**src/rtl/muldiv_sequencer.sv**
```systemverilog
// -----------------------------------------------------------------------------
// muldiv_sequencer
// Iterative unsigned multiply/divide unit for the EX stage of the RV32 pipeline.
// Implements MUL, MULHU, DIVU and REMU, one bit per clock:
//   - multiply: shift-add on a 2*XLEN product register (XLEN RUN cycles)
//   - divide:   restoring division on a remainder/quotient pair (XLEN RUN cycles)
// Division by zero bypasses RUN and produces the RISC-V defined results.
//
// Ports:
//   clk    in   rising-edge clock
//   rst    in   synchronous active-high reset
//   start  in   EX holds a valid M-type instruction this cycle
//   op     in   00 MUL, 01 MULHU, 10 DIVU, 11 REMU
//   a, b   in   rs1 / rs2 operands (already forwarded)
//   flush  in   kill any in-flight operation, return to IDLE
//   stall  out  hold IF/ID/EX while an operation is being accepted or run
//   busy   out  sequencer is iterating (RUN)
//   done   out  one-cycle pulse, result valid
//   result out  last completed result, held until the next completion
// -----------------------------------------------------------------------------
module muldiv_sequencer #(
    parameter int XLEN = 32
) (
    input  logic            clk,
    input  logic            rst,
    input  logic            start,
    input  logic [1:0]      op,
    input  logic [XLEN-1:0] a,
    input  logic [XLEN-1:0] b,
    input  logic            flush,
    output logic            stall,
    output logic            busy,
    output logic            done,
    output logic [XLEN-1:0] result
);

    localparam int CW = $clog2(XLEN + 1);

    localparam logic [1:0] OP_MUL   = 2'b00;
    localparam logic [1:0] OP_MULHU = 2'b01;
    localparam logic [1:0] OP_DIVU  = 2'b10;
    localparam logic [1:0] OP_REMU  = 2'b11;

    typedef enum logic [1:0] {
        IDLE = 2'd0,
        RUN  = 2'd1,
        DONE = 2'd2
    } state_t;

    state_t              state_r, state_nxt_s;
    logic [1:0]          op_r;
    logic [XLEN-1:0]     a_r, b_r;
    logic [2*XLEN-1:0]   prod_r;
    logic [XLEN-1:0]     rem_r, quo_r;
    logic [CW-1:0]       cnt_r;
    logic [XLEN-1:0]     result_r;

    logic                load_s, step_s, finish_s, div0_s;
    logic [2*XLEN-1:0]   prod_nxt_s;
    logic [2*XLEN-1:0]   div_nxt_s;
    logic [XLEN-1:0]     result_nxt_s;
    logic [XLEN-1:0]     div0_res_s;

    // One shift-add step: conditional add into the upper half (carry kept in
    // the extra bit), then shift the whole product right by one.
    function automatic logic [2*XLEN-1:0] mul_step(input logic [2*XLEN-1:0] p,
                                                   input logic [XLEN-1:0]   mcand);
        logic [XLEN:0]   hi;
        logic [2*XLEN:0] t;
        if (p[0]) begin
            hi = {1'b0, p[2*XLEN-1:XLEN]} + {1'b0, mcand};
        end else begin
            hi = {1'b0, p[2*XLEN-1:XLEN]};
        end
        t = {hi, p[XLEN-1:0]};
        return t[2*XLEN:1];
    endfunction

    // One restoring-division step. The running remainder is always below the
    // divisor, so the shifted value fits XLEN+1 bits and the kept difference
    // fits back into XLEN bits. Returns {remainder, quotient}.
    function automatic logic [2*XLEN-1:0] div_step(input logic [XLEN-1:0] rem,
                                                   input logic [XLEN-1:0] quo,
                                                   input logic [XLEN-1:0] dvs);
        logic [XLEN:0]   rs;
        logic [XLEN:0]   diff;
        logic [XLEN-1:0] qs;
        rs   = {rem, quo[XLEN-1]};
        qs   = {quo[XLEN-2:0], 1'b0};
        diff = rs - {1'b0, dvs};
        if (!diff[XLEN]) begin
            return {diff[XLEN-1:0], qs | {{(XLEN-1){1'b0}}, 1'b1}};
        end else begin
            return {rs[XLEN-1:0], qs};
        end
    endfunction

    // Next-state decode and datapath step control.
    always_comb begin
        state_nxt_s = state_r;
        load_s      = 1'b0;
        step_s      = 1'b0;
        finish_s    = 1'b0;
        div0_s      = 1'b0;
        case (state_r)
            IDLE: begin
                if (flush) begin
                    state_nxt_s = IDLE;
                end else if (start) begin
                    if (op[1] && (b == {XLEN{1'b0}})) begin
                        state_nxt_s = DONE;
                        div0_s      = 1'b1;
                    end else begin
                        state_nxt_s = RUN;
                        load_s      = 1'b1;
                    end
                end else begin
                    state_nxt_s = IDLE;
                end
            end
            RUN: begin
                if (flush) begin
                    state_nxt_s = IDLE;
                end else begin
                    step_s = 1'b1;
                    if (cnt_r == CW'(1)) begin
                        state_nxt_s = DONE;
                        finish_s    = 1'b1;
                    end else begin
                        state_nxt_s = RUN;
                    end
                end
            end
            DONE: begin
                state_nxt_s = IDLE;
            end
            default: begin
                state_nxt_s = IDLE;
            end
        endcase
    end

    // Step results and per-op result selection from the final step values.
    always_comb begin
        prod_nxt_s   = mul_step(prod_r, a_r);
        div_nxt_s    = div_step(rem_r, quo_r, b_r);
        result_nxt_s = {XLEN{1'b0}};
        case (op_r)
            OP_MUL:   result_nxt_s = prod_nxt_s[XLEN-1:0];
            OP_MULHU: result_nxt_s = prod_nxt_s[2*XLEN-1:XLEN];
            OP_DIVU:  result_nxt_s = div_nxt_s[XLEN-1:0];
            OP_REMU:  result_nxt_s = div_nxt_s[2*XLEN-1:XLEN];
            default:  result_nxt_s = {XLEN{1'b0}};
        endcase
        if (op[0]) begin
            div0_res_s = a;
        end else begin
            div0_res_s = {XLEN{1'b1}};
        end
    end

    // State register.
    always_ff @(posedge clk) begin
        if (rst) begin
            state_r <= IDLE;
        end else begin
            state_r <= state_nxt_s;
        end
    end

    // Operand latch, iteration registers, counter and held result.
    always_ff @(posedge clk) begin
        if (rst) begin
            op_r     <= 2'b00;
            a_r      <= {XLEN{1'b0}};
            b_r      <= {XLEN{1'b0}};
            prod_r   <= {(2*XLEN){1'b0}};
            rem_r    <= {XLEN{1'b0}};
            quo_r    <= {XLEN{1'b0}};
            cnt_r    <= {CW{1'b0}};
            result_r <= {XLEN{1'b0}};
        end else begin
            if (load_s) begin
                op_r   <= op;
                a_r    <= a;
                b_r    <= b;
                prod_r <= {{XLEN{1'b0}}, b};
                rem_r  <= {XLEN{1'b0}};
                quo_r  <= a;
                cnt_r  <= CW'(XLEN);
            end
            if (step_s) begin
                prod_r <= prod_nxt_s;
                rem_r  <= div_nxt_s[2*XLEN-1:XLEN];
                quo_r  <= div_nxt_s[XLEN-1:0];
                cnt_r  <= cnt_r - CW'(1);
            end
            if (finish_s) begin
                result_r <= result_nxt_s;
            end
            if (div0_s) begin
                result_r <= div0_res_s;
            end
        end
    end

    // stall must rise in the accepting cycle, so it is decoded from inputs.
    assign stall  = ((state_r == IDLE) && start && !flush) || (state_r == RUN);
    assign busy   = (state_r == RUN);
    assign done   = (state_r == DONE);
    assign result = result_r;

endmodule
```
**config.mk**
```make
export PLATFORM = sky130hd
export DESIGN_NAME = muldiv_sequencer
export DESIGN_NICKNAME = d
export VERILOG_FILES = /design/src/rtl/muldiv_sequencer.sv
export SDC_FILE = /design/constraint.sdc
export NUM_CORES = 1
export LEC_CHECK = 0
export ABC_AREA = 1
export BUFFER_PORTS_ARGS = -buffer_cell sky130_fd_sc_hd__buf_4
export CORE_ASPECT_RATIO = 1.2
export CORE_MARGIN = 4
export CORE_UTILIZATION = 62
export CTS_CLUSTER_DIAMETER = 50
export DETAILED_ROUTE_END_ITERATION = 7
export GPL_TIMING_DRIVEN = 0
export PLACE_DENSITY = 0.9
export SYNTH_ARGS = -nofsm -noshare
export SYNTH_HDL_FRONTEND = slang
export SYNTH_SLANG_ARGS = --single-unit
```
**constraint.sdc**
```tcl
create_clock -name clk -period 3.3 [get_ports clk]
set_input_delay 0.99 -clock clk [delete_from_list [all_inputs] [get_ports clk]]
set_output_delay 0.99 -clock clk [all_outputs]
set_load 0.01 [all_outputs]
```
## Word level (Yosys, flattened, before mapping)

Cells that the tools add are included.

| word-level totals | value |
|---|---|
| register bits after elaboration | 234 |
| input bits | 70 |
| output and inout port bits | 35 |
| logic and storage cells | 61 |

| cells by class | value |
|---|---|
| add/sub/neg operators | 3 |
| equal/unequal tests | 6 |
| muxes and demuxes | 33 |
| reduce and logical (&&, ||, !) cells | 10 |

Operator list:

| cell | count |
|---|---|
| 32-bit two-way mux | 7 |
| 64-bit two-way mux | 3 |
| 32-bit case mux with 4 select lines | 1 |
| 32-bit by 32-bit adder with 33-bit output | 1 |
| 33-bit two-way mux | 1 |
| 33-bit by 32-bit subtractor with 33-bit output | 1 |
| 32-bit zero test | 1 |
| 1-bit two-way mux | 13 |
| 6-bit two-way mux | 2 |
| 2-bit two-way mux | 5 |
| 2-bit == test, second input constant | 3 |
| 6-bit by 1-bit == test with 1-bit output, second input constant | 1 |
| 6-bit by 1-bit subtractor with 6-bit output, second input constant | 1 |
| 2-bit by 1-bit == test with 1-bit output, second input constant | 2 |
| 2-bit zero test | 2 |
| 2-bit case mux with 2 select lines | 1 |
| 2-bit nonzero test | 2 |
| 1-bit logical AND | 3 |
| 1-bit zero test | 1 |
| 1-bit logical OR | 1 |

## Depth between registers and ports, before layout

| logic depth | value |
|---|---|
| word-level depth | 8 |
| mapped depth | 22 |
| mapped depth without buffers | 21 |

## Worst setup path after synthesis

Ideal clock, no wire load.

| path | value |
|---|---|
| path kind | input to register |
| start point | input port b[8] |
| end point | register result_r[25] (netlist: result[25]) |
| setup time | 0.122 ns |
| data arrival time | 2.351 ns |
| required time | 3.178 ns |
| path slack | 0.828 ns |
| stages on the path | 12 |
| buffers on the path | 1 |
| path through | or2_1 -> nor3_1 -> inv_1 -> nor2_1 -> nand2_1 -> nor2_2 -> nand2_2 -> inv_2 -> clkbuf_1 -> nor2_1 -> nand2_1 -> a21oi_2 |

| between the ends | value |
|---|---|
| word-level cells in the longest chain between the ends | 7 |
| elaborated cells on any way between the ends | 8 |
| classes of those cells | mux (5); reduce/logical (3) |

Ends and longest elaborated chain:

| what | RTL line | source |
|---|---|---|
| start, declared | 29 | `input logic [XLEN-1:0] b,` |
| 32-bit zero test (*) | 110 | `if (op[1] && (b == {XLEN{1'b0}})) begin` |
| 1-bit logical AND (*) | 110 |  |
| 1-bit two-way mux (*) | 110 |  |
| 1-bit two-way mux (*) | 109 | `end else if (start) begin` |
| 1-bit two-way mux (*) | 107 | `if (flush) begin` |
| 1-bit two-way mux (*) | 105 | `case (state_r)` |
| 32-bit two-way mux / 2-bit nonzero test (equally long branches) | n/a |  |
| end signal, assigned | 181 | `result_r <= {XLEN{1'b0}};` |
| end signal, assigned | 199 | `result_r <= result_nxt_s;` |
| end signal, assigned | 202 | `result_r <= div0_res_s;` |
| end, declared | 56 | `logic [XLEN-1:0] result_r;` |

Every way passes the cells marked *; elsewhere a longest branch is shown, timed or not.
A chain may end at the register's enable or synchronous reset.

## Worst setup path after layout

| path | value |
|---|---|
| start point | register quo_r[31] |
| end point | register result_r[31] (netlist: result[31]) |

| between the ends | value |
|---|---|
| word-level cells in the longest chain between the ends | 5 |

Ends and longest elaborated chain:

| what | RTL line | source |
|---|---|---|
| start, declared | 54 | `logic [XLEN-1:0] rem_r, quo_r;` |
| start signal, assigned | 179 | `quo_r <= {XLEN{1'b0}};` |
| start signal, assigned | 195 | `quo_r <= div_nxt_s[XLEN-1:0];` |
| 33-bit by 32-bit subtractor with 33-bit output | 90 | `diff = rs - {1'b0, dvs};` |
| 64-bit two-way mux | 91 | `if (!diff[XLEN]) begin` |
| 32-bit case mux with 4 select lines | 148 | `case (op_r)` |
| 32-bit two-way mux | 198 | `if (finish_s) begin` |
| 32-bit two-way mux | 201 | `if (div0_s) begin` |

Every way passes these cells. The select of a mux whose other input is x is not followed.

==> results.yml <==
power_and_ir_drop:
  ir_drop_uv: 376
  p_clk_share_pct: 38.4
  power.internal_mw: 5.34
  combPwrFrac_pct: 23.8
  p_sw_mw: 2.59
  sw_frac_of_total_pct: 32.7
  p_per_area_nw_per_um2: 451
  total_power_mw: 7.93
  pwr-share-seq_pct: 37.8
  leakagePower_nw: 8.19
logic_synthesis:
  ys.flop_type: "dfxtp_1"
  synth_fp_nets: 2659
  syn_area_per_cell_um2: 6.16
  ys_seq_elements: 234
  synth.largest_area_cell: "dfxtp_1"
  seq_area_frac_synth_pct: 30.1
  synth_warnings: 0
  synth_area_leaders: "dfxtp_1 (30%), nand2_1 (20%), inv_1 (7.5%)"
  post-synth-top-area-fraction_pct: 30.1
  synth.distinct_cells: 48
  synthArstFlopShare_pct: 0
  syn-cell-area_um2: 15500
  synth_edf_count: 0
  syn-instance-count: 2521
worst_setup_path:
  required_ns: 3.73
  crit_buf_inv: 3
  cpPeakStageDelay_ns: 0.41
  path_max_fanout: 10
  critPathMostFrequentCell: "nand2_2"
  start_kind: "flip-flop"
  reg2reg_depth: 19
  path_depth: 19
  crit_type: "flip-flop to flip-flop"
  crit_path_top_delay_cell: "fa_1"
  path_delay_family: "simple AND/OR/NAND/NOR gates"
  crit_arrival_ns: 3.43
  end_kind: "flip-flop"
  crit_chain: "inv_1 -> ha_1 -> inv_1 -> fa_1 -> nand2_1 -> nand2_2 -> nand3_2 -> nand2_2 -> nand2_1 -> nand2_2 -> nand2_2 -> nand2_2 -> nand2_4 -> buf_2 -> nand3_1 -> nand3_1 -> nand4_1 -> nand2_1 -> a21oi_1"
clocking:
  cts_root_buf: "clkbuf_16"
  cts.sinks: 234
  numCtsBuffers: 23
  tritoncts: "built"
  post-cts-setup-buffer-count: 0
  clkLatencyLatePin_ns: 0.54
  cts_hold_buf: 0
  clockBufferDepth: 3
  htree_levels: 1
  clk_pin_slew_worst_paths_ns: 0.07
  ctsResizeCount: 0
outcome:
  status: "finished, violations left"
  violations: "DRC"
global_routing:
  grt_use_total_pct: 39.3
  antenna_found_initial: 0
  grt-ovfl-total: 0
  grt_pass1_wl_mm: 87.9
  grt_pass1_vias: 17100
  grt_start_max_net_pins: 18
cells_and_area:
  layout_commonest_cell: "nand2_1"
  final_layout_size_suffix_gt1_share_pct: 10.8
  nets: 2788
  final_cell_mix: "nand2_1 (821), inv_1 (310), dfxtp_1 (234), nand3_1 (224), a21oi_1 (217)"
  fin_util_pct: 71.3
  syn2layout_area_growth_pct: 13.1
  antenna_cells: 0
  instances_no_fill: 2992
floorplanning:
  die_y_um: 181
  dieArea_um2: 27700
  rows: 63
  initial_core_util_pct: 63.0
  core_um2: 24700
  io_pins: 105
  die_w_um: 153
detailed_routing:
  wirelength_mm: 56.7
  ant_nets: 0
  drc: 1
  vias_per_cell: 5.88
  drt_iter0_drc: 1891
  dr.pass1.iters: 8
  wl_per_cell_um: 19.0
  routed-via-count: 17600
min_path:
  worstHoldPathCells: 2
  hp-class: "flip-flop to flip-flop"
timing:
  rsz0062_at_grt: "false"
  fin_worst_skew_ns: 0.0214
  final.setup.tns_ns: 0
  hold_viol: 0
  timing.final.crit_period_ns: 3.00
  finalCritPeriodShare_pct: 90.9
  finalSetupViolCount: 0
  tightest_slew_ns: 0.897
  max_freq_ghz: 0.333
  drv_slew: 0
  max_slew_margin_pct: 40.2
place:
  dp_hpwl_mm: 45.8
  place.gp.congestion: 1.02
  dp_cells: 2950
  port_buffers: 104
run:
  maxCapViolCount: 0
## layout make-up
| class | count | area (um2) |
|---|---|---|
| Multi-Input combinational cell | 1864 | 9140 |
| Timing Repair Buffer | 104 | 781 |
| Inverter | 317 | 1190 |
| Tap cell | 325 | 407 |
| Sequential cell | 234 | 4680 |
| Fill cell | 2217 | 7090 |
| Buffer | 106 | 527 |
| Clock inverter | 16 | 259 |
| Clock buffer | 26 | 597 |
## registers in the layout (all words and copies together), names as in the netlist
signal	count
rem_r	32
result	32
op_r	2
state_r	2
a_r	32
cnt_r	6
prod_r	64
b_r	32
quo_r	32
## final timing paths
path | to | startpoint | slack, ns
worst max register to register | result[31] | quo_r[31] | 0.30
worst min register to register | b_r[25] | b_r[25] | 0.47
worst min-delay path | b_r[25] | b_r[25] | 0.47
worst max-delay path | result[31] | quo_r[31] | 0.30
## cell families after synthesis
| logic type | share of synthesized area, % |
|---|---|
| AND/OR/NAND/NOR | 37.0 |
| XOR/XNOR | 1.41 |
| adder cells (fa/ha/maj) | 5.57 |
| flip-flops | 30.1 |
| buffers and inverters | 11.0 |
| AO/OA/AOI/OAI | 14.8 |
## routing by layer
layer	vias to the layer above	part of all wire [%]	GRT usage [%]
met5	-	0	0
met4	0	9.6	30.3
met3	316	8.0	4.55
met2	1056	47	68.9
met1	7875	35	43.2
li1	8356	-	-
## metrics by stage
step / instance area [um2] / hold slack, ns / setup WS (ns)
after detailed placement: 16700 / 0.455 / 0.172
after global placement: 16700 / 0.449 / 0.138
after floorplan: 15500 / 0.439 / 0.828
final: 17600 / 0.465 / 0.300
after CTS: 17600 / 0.464 / 0.327
after global routing: 17600 / 0.480 / 0.130
## Yosys cell counts (4+ instances only)
library cell / number
nand2_2: 26
nor3_1: 18
inv_1: 310
or2_2: 44
xnor2_1: 23
nor2_1: 166
buf_4: 20
o21ai_0: 100
nand4_1: 17
inv_2: 7
nand2_1: 821
dfxtp_1: 234
buf_2: 18
clkbuf_1: 59
ha_1: 66
a21oi_1: 217
nand3b_1: 10
a21oi_2: 8
nand3_2: 5
o21bai_1: 10
or2_1: 4
o211ai_1: 10
nor2_2: 5
nand3_1: 224
a31oi_1: 64
buf_1: 6
## tightest hold or removal path: cells and delay by family (launching register included)
| family | cells | cell delay, ns |
|---|---|---|
| AO/OA/AOI/OAI | 1 | 0.05 |
| flip-flops | 1 | 0.31 |
| AND/OR/NAND/NOR | 1 | 0.06 |
## power by group through the flow
stage	clock network [mW]	registers, mW	logic, mW
CTS	3.00	2.99	1.85
floorplan	0	3.03	1.29
finish	3.04	3.00	1.89
global placement	0	3.05	1.80
detailed placement	0	3.05	1.83
global route	3.11	3.00	2.06
Note: power is estimated with default switching activity, not from simulation.
